<file path="src/rtl/alu_issue_unit_if.sv">
// -----------------------------------------------------------------------------
// alu_issue_unit_if
// Purpose : Bundles the instruction handshake, ALU request/response,
//           writeback and debug read signals of the ALU issue unit.
// Optional: ALU_ISSUE_DBG_WRITE_EN adds dbg_we / dbg_wdata (debug write port).
// Modports:
//   master - the issue unit (accepts instructions, drives the ALU).
//   slave  - the environment (fetch/decode, external ALU, debug host).
// Signals:
//   instr_valid/instr_ready/instr    instruction handshake
//   alu_opcode/alu_imm1/alu_imm2     ALU request, alu_result ALU response
//   wb_valid/wb_rd/wb_data           writeback pulse
//   illegal                          rejected-instruction pulse
//   dbg_addr/dbg_data                register-file debug read
// -----------------------------------------------------------------------------
interface alu_issue_unit_if #(
    parameter int XLEN = 32
);
    logic            instr_valid;
    logic            instr_ready;
    logic [31:0]     instr;
    logic [7:0]      alu_opcode;
    logic [XLEN-1:0] alu_imm1;
    logic [XLEN-1:0] alu_imm2;
    logic [XLEN-1:0] alu_result;
    logic            wb_valid;
    logic [4:0]      wb_rd;
    logic [XLEN-1:0] wb_data;
    logic            illegal;
    logic [4:0]      dbg_addr;
    logic [XLEN-1:0] dbg_data;
`ifdef ALU_ISSUE_DBG_WRITE_EN
    logic            dbg_we;
    logic [XLEN-1:0] dbg_wdata;
`endif

    modport master (
        input  instr_valid, instr, alu_result, dbg_addr,
`ifdef ALU_ISSUE_DBG_WRITE_EN
        input  dbg_we, dbg_wdata,
`endif
        output instr_ready, alu_opcode, alu_imm1, alu_imm2,
        output wb_valid, wb_rd, wb_data, illegal, dbg_data
    );

    modport slave (
        output instr_valid, instr, alu_result, dbg_addr,
`ifdef ALU_ISSUE_DBG_WRITE_EN
        output dbg_we, dbg_wdata,
`endif
        input  instr_ready, alu_opcode, alu_imm1, alu_imm2,
        input  wb_valid, wb_rd, wb_data, illegal, dbg_data
    );
endinterface

</file>
<file path="src/rtl/alu_issue_unit.sv">
// -----------------------------------------------------------------------------
// alu_issue_unit
// Purpose : Execute-stage issue unit for RV32I OP (0110011) and OP-IMM
//           (0010011) instructions. Decodes the instruction, reads operands
//           from an internal 32x32 register file, drives an external
//           combinational ALU for one cycle and writes the result back.
//           One instruction every 3 cycles: IDLE -> EXEC -> WB (or IDLE -> ERR).
// Optional: define ALU_ISSUE_DBG_WRITE_EN to add a debug register-file write
//           port (dbg_we / dbg_wdata); writeback wins on a same-register clash.
// Ports   :
//   clk    - rising-edge clock
//   rst_n  - asynchronous active-low reset
//   bus    - alu_issue_unit_if.master (handshake, ALU, writeback, debug)
// -----------------------------------------------------------------------------
module alu_issue_unit #(
    parameter int XLEN  = 32,
    parameter int NREGS = 32
) (
    input  logic                clk,
    input  logic                rst_n,
    alu_issue_unit_if.master    bus
);
    typedef enum logic [1:0] {
        S_IDLE = 2'd0,
        S_EXEC = 2'd1,
        S_WB   = 2'd2,
        S_ERR  = 2'd3
    } state_t;

    localparam logic [7:0] OP_ADD  = 8'd0;
    localparam logic [7:0] OP_SUB  = 8'd1;
    localparam logic [7:0] OP_SLL  = 8'd2;
    localparam logic [7:0] OP_SLT  = 8'd3;
    localparam logic [7:0] OP_SLTU = 8'd4;
    localparam logic [7:0] OP_XOR  = 8'd5;
    localparam logic [7:0] OP_SRL  = 8'd6;
    localparam logic [7:0] OP_SRA  = 8'd7;
    localparam logic [7:0] OP_OR   = 8'd8;
    localparam logic [7:0] OP_AND  = 8'd9;

    state_t          r_state;
    state_t          w_next_state;
    logic            r_instr_ready;
    logic [7:0]      r_alu_opcode;
    logic [XLEN-1:0] r_alu_imm1;
    logic [XLEN-1:0] r_alu_imm2;
    logic            r_wb_valid;
    logic [4:0]      r_wb_rd;
    logic [XLEN-1:0] r_wb_data;
    logic            r_illegal;
    logic [4:0]      r_rd;
    logic [XLEN-1:0] r_rf [NREGS];

    logic [6:0]      w_major;
    logic [2:0]      w_funct3;
    logic [6:0]      w_funct7;
    logic [4:0]      w_rs1;
    logic [4:0]      w_rs2;
    logic [4:0]      w_rd;
    logic            w_f7_zero;
    logic            w_f7_alt;
    logic [XLEN-1:0] w_rs1_val;
    logic [XLEN-1:0] w_rs2_val;
    logic [XLEN-1:0] w_imm_sext;
    logic [XLEN-1:0] w_shamt;
    logic            w_legal;
    logic [7:0]      w_opcode;
    logic [XLEN-1:0] w_op2;
    logic            w_accept;

    assign w_major    = bus.instr[6:0];
    assign w_rd       = bus.instr[11:7];
    assign w_funct3   = bus.instr[14:12];
    assign w_rs1      = bus.instr[19:15];
    assign w_rs2      = bus.instr[24:20];
    assign w_funct7   = bus.instr[31:25];
    assign w_f7_zero  = (w_funct7 == 7'b0000000);
    assign w_f7_alt   = (w_funct7 == 7'b0100000);
    assign w_imm_sext = {{(XLEN-12){bus.instr[31]}}, bus.instr[31:20]};
    assign w_shamt    = {{(XLEN-5){1'b0}}, bus.instr[24:20]};

    // x0 is never written, but the read is forced to zero regardless
    assign w_rs1_val  = (w_rs1 == 5'd0) ? {XLEN{1'b0}} : r_rf[w_rs1];
    assign w_rs2_val  = (w_rs2 == 5'd0) ? {XLEN{1'b0}} : r_rf[w_rs2];
    assign bus.dbg_data = (bus.dbg_addr == 5'd0) ? {XLEN{1'b0}} : r_rf[bus.dbg_addr];

    assign w_accept = (r_state == S_IDLE) && r_instr_ready && bus.instr_valid;

    assign bus.instr_ready = r_instr_ready;
    assign bus.alu_opcode  = r_alu_opcode;
    assign bus.alu_imm1    = r_alu_imm1;
    assign bus.alu_imm2    = r_alu_imm2;
    assign bus.wb_valid    = r_wb_valid;
    assign bus.wb_rd       = r_wb_rd;
    assign bus.wb_data     = r_wb_data;
    assign bus.illegal     = r_illegal;

    // Instruction decode: legality, ALU operation and operand 2 selection
    always_comb begin
        w_legal  = 1'b0;
        w_opcode = OP_ADD;
        w_op2    = w_rs2_val;
        case (w_major)
            7'b0110011: begin
                w_op2 = w_rs2_val;
                case (w_funct3)
                    3'b000: begin
                        w_opcode = w_f7_alt ? OP_SUB : OP_ADD;
                        w_legal  = w_f7_zero | w_f7_alt;
                    end
                    3'b001: begin w_opcode = OP_SLL;  w_legal = w_f7_zero; end
                    3'b010: begin w_opcode = OP_SLT;  w_legal = w_f7_zero; end
                    3'b011: begin w_opcode = OP_SLTU; w_legal = w_f7_zero; end
                    3'b100: begin w_opcode = OP_XOR;  w_legal = w_f7_zero; end
                    3'b101: begin
                        w_opcode = w_f7_alt ? OP_SRA : OP_SRL;
                        w_legal  = w_f7_zero | w_f7_alt;
                    end
                    3'b110: begin w_opcode = OP_OR;   w_legal = w_f7_zero; end
                    3'b111: begin w_opcode = OP_AND;  w_legal = w_f7_zero; end
                    default: begin w_opcode = OP_ADD; w_legal = 1'b0; end
                endcase
            end
            7'b0010011: begin
                w_op2 = w_imm_sext;
                case (w_funct3)
                    // funct7 bits are immediate bits here, so ADDI has no SUB form
                    3'b000: begin w_opcode = OP_ADD;  w_legal = 1'b1; end
                    3'b001: begin
                        w_opcode = OP_SLL;
                        w_op2    = w_shamt;
                        w_legal  = w_f7_zero;
                    end
                    3'b010: begin w_opcode = OP_SLT;  w_legal = 1'b1; end
                    3'b011: begin w_opcode = OP_SLTU; w_legal = 1'b1; end
                    3'b100: begin w_opcode = OP_XOR;  w_legal = 1'b1; end
                    3'b101: begin
                        w_opcode = w_f7_alt ? OP_SRA : OP_SRL;
                        w_op2    = w_shamt;
                        w_legal  = w_f7_zero | w_f7_alt;
                    end
                    3'b110: begin w_opcode = OP_OR;   w_legal = 1'b1; end
                    3'b111: begin w_opcode = OP_AND;  w_legal = 1'b1; end
                    default: begin w_opcode = OP_ADD; w_legal = 1'b0; end
                endcase
            end
            default: begin
                w_legal  = 1'b0;
                w_opcode = OP_ADD;
                w_op2    = w_rs2_val;
            end
        endcase
    end

    // Next-state logic
    always_comb begin
        w_next_state = S_IDLE;
        case (r_state)
            S_IDLE: begin
                if (w_accept) begin
                    w_next_state = w_legal ? S_EXEC : S_ERR;
                end else begin
                    w_next_state = S_IDLE;
                end
            end
            S_EXEC:  w_next_state = S_WB;
            S_WB:    w_next_state = S_IDLE;
            S_ERR:   w_next_state = S_IDLE;
            default: w_next_state = S_IDLE;
        endcase
    end

    // State register and registered outputs; the flags are decoded from the
    // next state so each is high for exactly the cycle its state occupies
    always_ff @(posedge clk or negedge rst_n) begin
        if (!rst_n) begin
            r_state       <= S_IDLE;
            r_instr_ready <= 1'b0;
            r_alu_opcode  <= 8'd0;
            r_alu_imm1    <= {XLEN{1'b0}};
            r_alu_imm2    <= {XLEN{1'b0}};
            r_wb_valid    <= 1'b0;
            r_wb_rd       <= 5'd0;
            r_wb_data     <= {XLEN{1'b0}};
            r_illegal     <= 1'b0;
            r_rd          <= 5'd0;
        end else begin
            r_state       <= w_next_state;
            r_instr_ready <= (w_next_state == S_IDLE);
            r_wb_valid    <= (w_next_state == S_WB);
            r_illegal     <= (w_next_state == S_ERR);
            // Illegal instructions leave the ALU request untouched
            if (w_accept && w_legal) begin
                r_alu_opcode <= w_opcode;
                r_alu_imm1   <= w_rs1_val;
                r_alu_imm2   <= w_op2;
                r_rd         <= w_rd;
            end
            if (r_state == S_EXEC) begin
                r_wb_data <= bus.alu_result;
                r_wb_rd   <= r_rd;
            end
        end
    end

    // Register file: cleared on reset, written at the EXEC->WB edge
    always_ff @(posedge clk or negedge rst_n) begin
        if (!rst_n) begin
            for (int i = 0; i < NREGS; i++) begin
                r_rf[i] <= {XLEN{1'b0}};
            end
        end else begin
`ifdef ALU_ISSUE_DBG_WRITE_EN
            if (bus.dbg_we && (bus.dbg_addr != 5'd0)) begin
                r_rf[bus.dbg_addr] <= bus.dbg_wdata;
            end
`endif
            // Placed last so a same-register writeback overrides a debug write
            if ((r_state == S_EXEC) && (r_rd != 5'd0)) begin
                r_rf[r_rd] <= bus.alu_result;
            end
        end
    end
endmodule

</file>
<file path="src/flat_wrapper.sv">
// flat-port wrapper written by rule: the top's interface ports become plain ports
module alu_issue_unit_flat 
#(
    parameter int XLEN  = 32,
    parameter int NREGS = 32
)
  (clk, rst_n, bus_instr_valid, bus_instr, bus_alu_result, bus_dbg_addr, bus_instr_ready, bus_alu_opcode, bus_alu_imm1, bus_alu_imm2, bus_wb_valid, bus_wb_rd, bus_wb_data, bus_illegal, bus_dbg_data);
  alu_issue_unit_if #(.XLEN(XLEN)) bus_i ();
  input  logic clk;
  input  logic rst_n;
  input wire logic [$bits(bus_i.instr_valid)-1:0] bus_instr_valid;
  input wire logic [$bits(bus_i.instr)-1:0] bus_instr;
  input wire logic [$bits(bus_i.alu_result)-1:0] bus_alu_result;
  input wire logic [$bits(bus_i.dbg_addr)-1:0] bus_dbg_addr;
  output wire logic [$bits(bus_i.instr_ready)-1:0] bus_instr_ready;
  output wire logic [$bits(bus_i.alu_opcode)-1:0] bus_alu_opcode;
  output wire logic [$bits(bus_i.alu_imm1)-1:0] bus_alu_imm1;
  output wire logic [$bits(bus_i.alu_imm2)-1:0] bus_alu_imm2;
  output wire logic [$bits(bus_i.wb_valid)-1:0] bus_wb_valid;
  output wire logic [$bits(bus_i.wb_rd)-1:0] bus_wb_rd;
  output wire logic [$bits(bus_i.wb_data)-1:0] bus_wb_data;
  output wire logic [$bits(bus_i.illegal)-1:0] bus_illegal;
  output wire logic [$bits(bus_i.dbg_data)-1:0] bus_dbg_data;
  assign bus_i.instr_valid = bus_instr_valid;
  assign bus_i.instr = bus_instr;
  assign bus_i.alu_result = bus_alu_result;
  assign bus_i.dbg_addr = bus_dbg_addr;
  assign bus_instr_ready = bus_i.instr_ready;
  assign bus_alu_opcode = bus_i.alu_opcode;
  assign bus_alu_imm1 = bus_i.alu_imm1;
  assign bus_alu_imm2 = bus_i.alu_imm2;
  assign bus_wb_valid = bus_i.wb_valid;
  assign bus_wb_rd = bus_i.wb_rd;
  assign bus_wb_data = bus_i.wb_data;
  assign bus_illegal = bus_i.illegal;
  assign bus_dbg_data = bus_i.dbg_data;
  alu_issue_unit #(.XLEN(XLEN), .NREGS(NREGS)) u_core (.clk(clk), .rst_n(rst_n), .bus(bus_i));
endmodule
</file>
<file path="config.mk">
export PLATFORM = sky130hd
export DESIGN_NAME = alu_issue_unit_flat
export DESIGN_NICKNAME = d
export VERILOG_FILES = /design/src/rtl/alu_issue_unit_if.sv /design/src/rtl/alu_issue_unit.sv /design/src/flat_wrapper.sv
export SDC_FILE = /design/constraint.sdc
export NUM_CORES = 2
export LEC_CHECK = 0
export CORE_ASPECT_RATIO = 0.7
export CORE_MARGIN = 2
export CORE_UTILIZATION = 58
export CTS_CLUSTER_SIZE = 12
export DETAILED_ROUTE_END_ITERATION = 7
export PLACE_DENSITY = 0.76
export RECOVER_POWER = 50
export SLEW_MARGIN = 20
export SYNTH_ARGS = -nofsm -noshare
export SYNTH_HDL_FRONTEND = slang
export SYNTH_SLANG_ARGS = --single-unit
export TNS_END_PERCENT = 5
</file>
<file path="constraint.sdc">
create_clock -name clk -period 4.8 [get_ports clk]
set_clock_uncertainty 0.15 [all_clocks]
set_input_delay 0.96 -clock clk [delete_from_list [all_inputs] [get_ports clk]]
set_output_delay 0.96 -clock clk [all_outputs]
set_load 0.01 [all_outputs]
</file>
-- Word level (Yosys, flattened, before mapping)
Index checks and enable logic that the tools add are counted.
- flip-flop bits (word level): 1143
- output and inout bits: 144
- magnitude comparators: 5
- equal/unequal tests: 15
- multiplexer cells: 28
- bitwise operators: 5
- reductions and logical operators: 18
- operators with widths (kind ; count):
    $bwmux W1024 ; 1
    $bmux W32 S5 ; 3
    $mux W32 ; 12
    $demux W32 S5 ; 1
    $pmux W8 S8 ; 2
    $ge A6 B6 Y1 const B ; 4
    $not A5 Y6 ; 4
    $pmux W8 S2 ; 1
    $logic_not A5 Y1 ; 3
    $eq A7 B6 Y1 const B ; 2
    $eq A3 B3 Y1 const B ; 4
    $reduce_or A6 Y1 ; 2
    $eq A2 B2 Y1 const B ; 4
    $eq A7 B5 Y1 const B ; 1
    $logic_not A7 Y1 ; 1
    $eq A3 B2 Y1 const B ; 2
    $lt A6 B1 Y1 const B ; 1
    $pmux W2 S3 ; 1
    $reduce_or A2 Y1 ; 3
    $logic_and A1 B1 Y1 ; 5
    $reduce_bool A5 Y1 ; 1
    $logic_not A2 Y1 ; 2
    $mux W2 ; 2
    $pmux W1 S2 ; 2
    6 further kinds ; 7

-- Logic depth before layout (Yosys ltp)
- depth after elaboration: 8
- mapped depth: 11
- mapped depth without buffers: 6

-- Worst setup path after synthesis
No wires, ideal clock.
- path type: input -> output
- start: input port bus_dbg_addr[0]
- end: output port bus_dbg_data[19]
- arrival time: 2756 ps
- data required time: 3690 ps
- setup slack: 934 ps
- stages: 7
- buffers on the path: 4
- path through: buf_2 > buf_4 > buf_2 > buf_4 > mux4_2 > a221oi_1 > nor3_1
- longest elaborated chain between the ends: 5
- ends and longest elaborated chain (element ; RTL line ; text):
    start, declared ; flat_wrapper.sv:14 ; input wire logic [$bits(bus_i.dbg_addr)-1:0] bus_dbg_addr;
    $not A5 Y6 (implied by the code) ; alu_issue_unit.sv:85 ; assign bus.dbg_data = (bus.dbg_addr == 5'd0) ? {XLEN{1'b0}} : r_rf[bus.dbg_addr];
    $bmux W32 S5 ; alu_issue_unit.sv:85 ;
    $mux W32 (implied by the code) (2 in series) ; alu_issue_unit.sv:85 ;
    $mux W32 * ; alu_issue_unit.sv:85 ;
    end, declared ; flat_wrapper.sv:23 ; output wire logic [$bits(bus_i.dbg_data)-1:0] bus_dbg_data;
Every way passes the cells marked *; elsewhere a longest branch is shown, timed or not. The select of a mux whose other input is x is not followed.

-- Final worst setup path
- start: input port bus_dbg_addr[2]
- end: output port bus_dbg_data[8]
The elaborated chain is that of the path after synthesis.

==> summary.txt <==
Floorplanning
  – Height of the die: 289 µm
  – Total Die Area: 119000 µm²
  – Width of the die: 411 µm
  – Starting density of the core: 58.5%
  – Core Rows: 104
  – IO Pins: 216
  – Core Footprint: 115000 µm²

Placed design
  – Post-detail-place hpwl: 138 mm
  – Dpl ws: 0.179 ns
  – Port-buffer cells: 211
  – Routability-driven placement congestion ratio: 0.906
  – Total instance count after detailed placement: 6278
  – Post-DP Area: 71400 µm²

Global routing
  – GRT Residual Overflow: 0
  – Largest net degree at the start of global routing: 109
  – Initial antenna violation count: 10
  – Global-route usage over all layers: 40.0%
  – First-pass GRT wire length: 345 mm
  – Vias in the first global route: 48.7k

Synthesis
  – Flip-flop and latch count after synthesis: 1139
  – Count of mapped cells out of synthesis: 4866
  – Number of synthesized flops with an enable pin: 0
  – Synth top area share: 42.3%
  – Leading post-synthesis cells by cell area: sky130_fd_sc_hd__dfrtp_1, sky130_fd_sc_hd__mux4_2, sky130_fd_sc_hd__mux2_2
  – Proportion of synthesized flip-flops having asynchronous set or reset: 100%
  – Sequential-to-total area share from yosys stat: 42.3%
  – Cell Area, Synth: 67400 µm²
  – Flip-flop cell with the highest count after synthesis: sky130_fd_sc_hd__dfrtp_1
  – Post-Syn Area per Cell: 13.9 µm²
  – Leading cell type by number of instances after synthesis: sky130_fd_sc_hd__dfrtp_1
  – Post-synthesis cell type count: 61
  – List of most frequent post-synthesis cells: sky130_fd_sc_hd__dfrtp_1, sky130_fd_sc_hd__mux2_2, sky130_fd_sc_hd__mux4_2
  – Cell taking the most area after synthesis: sky130_fd_sc_hd__dfrtp_1
  – Number of warnings reported in the yosys synthesis log: 0

Timing
  – Crit path setup slack, layout: -0.130 ns
  – Top achievable clock speed: 203 MHz
  – Total Neg Setup Slack: -0.130 ns
  – Max_slew headroom: -107%
  – Total of endpoints with negative setup slack in the final report: 1
  – Max-slew violation count: 110
  – Final Hold Viols: 0
  – Period utilization: 103%
  – Clock period minus worst slack: 4.93 ns
  – Unrepaired setup endpoints after global routing: false
  – Minimum hold slack: 0.260 ns
  – Worst Tran Pin Value: 3.10 ns

Outcome
  – Run status: complete, but fails checks
  – Violations in the final reports: DRC, capacitance limit, slew limit, setup timing

CTS
  – TritonCTS sink count: 1139
  – Clock-pin slew on the worst setup and hold paths: 0.06 ns
  – Clock Root Buffer: sky130_fd_sc_hd__clkbuf_16
  – Number of buffers inserted by hold repair at cts: 0
  – H-Tree Depth: 3
  – # resized after CTS: 0
  – Clock insertion delay at the later pin of the skew report: 0.74 ns
  – Maximum buffer depth of the clock tree: 3
  – TritonCTS Buffers: 116
  – Count of buffers added by post-CTS timing repair for setup: 0
  – Clock tree from TritonCTS: done

Final layout
  – Area taken by multi-input logic gates: 36500 µm²
  – Proportion of layout cells with a drive suffix above 1: 42.8%
  – Final nets: 4931
  – Area used by sequential logic in the layout: 28500 µm²
  – Area delta synth->final: 11.0%
  – Layout Cell Area excl Fill: 74800 µm²
  – Post-route insts no fill: 6478
  – Fillers: 8330

Detailed routing
  – Detail-routed via count per cell: 7.69
  – DRT Wirelength: 238 mm
  – Detailed router's first-iteration violation count: 8001
  – Detailed Routing Iterations Pass 1: 8
  – Antenna Nets Post-Route: 0
  – DRC errors left: 20
  – Via count: 49.8k
  – WL per Instance: 36.7 µm

Worst hold path
  – Class of the tightest hold or removal check: reg -> reg

Setup path
  – Kind of launch point of the worst setup path: input pin
  – Required time worst endpoint: 3.69 ns
  – Arrival time at the worst endpoint: 3.82 ns
  – Kind of capture point of the worst setup path: output pin
  – Largest fanout on the critical path: 14
  – Type of the setup path with the least slack: in -> out

Pwr
  – Leakage: 0.0323 µW
  – Max rail drop VDD: 247 µV
  – Cell Pwr Density: 310 nW/µm²

Flow run
  – Number of maximum-capacitance constraint violations: 2
[cell families (layout without fill, tap and decap cells)]
| logic type | after synthesis | in the layout | share of synthesized area, % |
|---|---|---|---|
| muxes | 2095 | 2095 | 44.0 |
| AOI/OAI and AO/OA | 640 | 640 | 6.92 |
| xor gates and xnor gates | 1 | 1 | 0.0130 |
| buffers and inverters | 571 | 636 | 3.92 |
| other | 1 | 11 | 0.00556 |
| DFF | 1139 | 1139 | 42.3 |
| and+or+nand+nor | 419 | 419 | 2.88 |
[worst paths after layout]
path	cells after the start	end	slack, ns	from
max	10	bus_dbg_data[8]	-0.13	bus_dbg_addr[2]
min	0	u_core.r_rf[996]$_DFFE_PN0P_	0.26	u_core.r_rf[996]$_DFFE_PN0P_
max reg2reg	7	u_core.r_rf[303]$_DFFE_PN0P_	0.94	u_core.r_state[1]$_DFF_PN0_
min reg2reg	0	u_core.r_rf[996]$_DFFE_PN0P_	0.26	u_core.r_rf[996]$_DFFE_PN0P_
max in group asynchronous	2	u_core.r_rf[84]$_DFFE_PN0P_	0.51	rst_n
min in group asynchronous	1	u_core.r_rf[991]$_DFFE_PN0P_	1.09	rst_n
[layout by cell type (no fill, tap or decap), types with 10 or more instances in the layout]
cell type,count
sky130_fd_sc_hd__nor2_1,53
sky130_fd_sc_hd__o21ai_0,78
sky130_fd_sc_hd__dfrtp_1,1139
sky130_fd_sc_hd__nor2_4,18
sky130_fd_sc_hd__clkbuf_8,25
sky130_fd_sc_hd__a22oi_1,57
sky130_fd_sc_hd__a211oi_1,22
sky130_fd_sc_hd__a211o_1,29
sky130_fd_sc_hd__mux4_2,586
sky130_fd_sc_hd__clkinv_2,16
sky130_fd_sc_hd__a311o_1,24
sky130_fd_sc_hd__clkdlybuf4s50_1,169
sky130_fd_sc_hd__o22ai_1,43
sky130_fd_sc_hd__nor3_1,42
sky130_fd_sc_hd__and2_1,19
sky130_fd_sc_hd__mux2_2,1063
sky130_fd_sc_hd__o21a_1,12
sky130_fd_sc_hd__nand2_1,192
sky130_fd_sc_hd__a21oi_1,112
sky130_fd_sc_hd__o221ai_1,43
sky130_fd_sc_hd__clkbuf_1,50
sky130_fd_sc_hd__a2111oi_0,10
sky130_fd_sc_hd__buf_2,27
sky130_fd_sc_hd__buf_4,146
sky130_fd_sc_hd__buf_12,49
sky130_fd_sc_hd__a221oi_1,155
sky130_fd_sc_hd__clkbuf_16,121
sky130_fd_sc_hd__nor2b_1,19
sky130_fd_sc_hd__mux2i_1,438
[registers in the layout, summed over array words and instances, names as in the netlist]
register and cells:
u_core.bus.wb_valid 1, u_core.r_state 2, u_core.r_rf 1024, u_core.bus.alu_opcode 4, u_core.bus.wb_data 32, u_core.bus.alu_imm2 32
u_core.bus.illegal 1, u_core.r_rd 5, u_core.bus.wb_rd 5, u_core.bus.instr_ready 1, u_core.bus.alu_imm1 32
[per-stage QoR]
stage               utilization (%)  power (µW)
floorplan                         -       12500
global placement               62.0       14200
detailed placement             62.0       14200
CTS                            65.2       23200
global route                   65.0       23800
finish                         65.0       23200
[critical path: stages]
cell	delay, ns
sky130_fd_sc_hd__buf_4	0.17
sky130_fd_sc_hd__buf_4	0.21
sky130_fd_sc_hd__nor2_1	0.20
sky130_fd_sc_hd__nand2_4	0.12
sky130_fd_sc_hd__buf_4	0.27
sky130_fd_sc_hd__o22ai_1	0.15
sky130_fd_sc_hd__a211o_1	0.12
sky130_fd_sc_hd__a21oi_1	0.06
sky130_fd_sc_hd__nor3_1	0.83
sky130_fd_sc_hd__clkdlybuf4s50_1	0.70
[routing by layer]
metal,GRT usage (%),part of all wire (%)
met3,15.0,15
met2,56.3,42
met5,0,0.0097
met4,17.6,5.4
met1,55.8,37
[area by class of cell]
class                   count  area share (%)
clock inverters            21           0.278
multi-input cells        3159            48.8
flip-flops and latches   1139            38.1
well taps                1537            2.57
repair buffers            432            5.55
clock buffers             172            4.64
inverters                  11          0.0585
diodes                      7          0.0234
[power by group]
part / internal [µW] / total (µW) / switching (µW)
clock network: 5140 / 9090 / 3950
logic: 1630 / 3730 / 2100
registers: 10000 / 10400 / 363
total: 16800 / 23200 / 6410
Note: power is estimated with default switching activity, not from simulation.
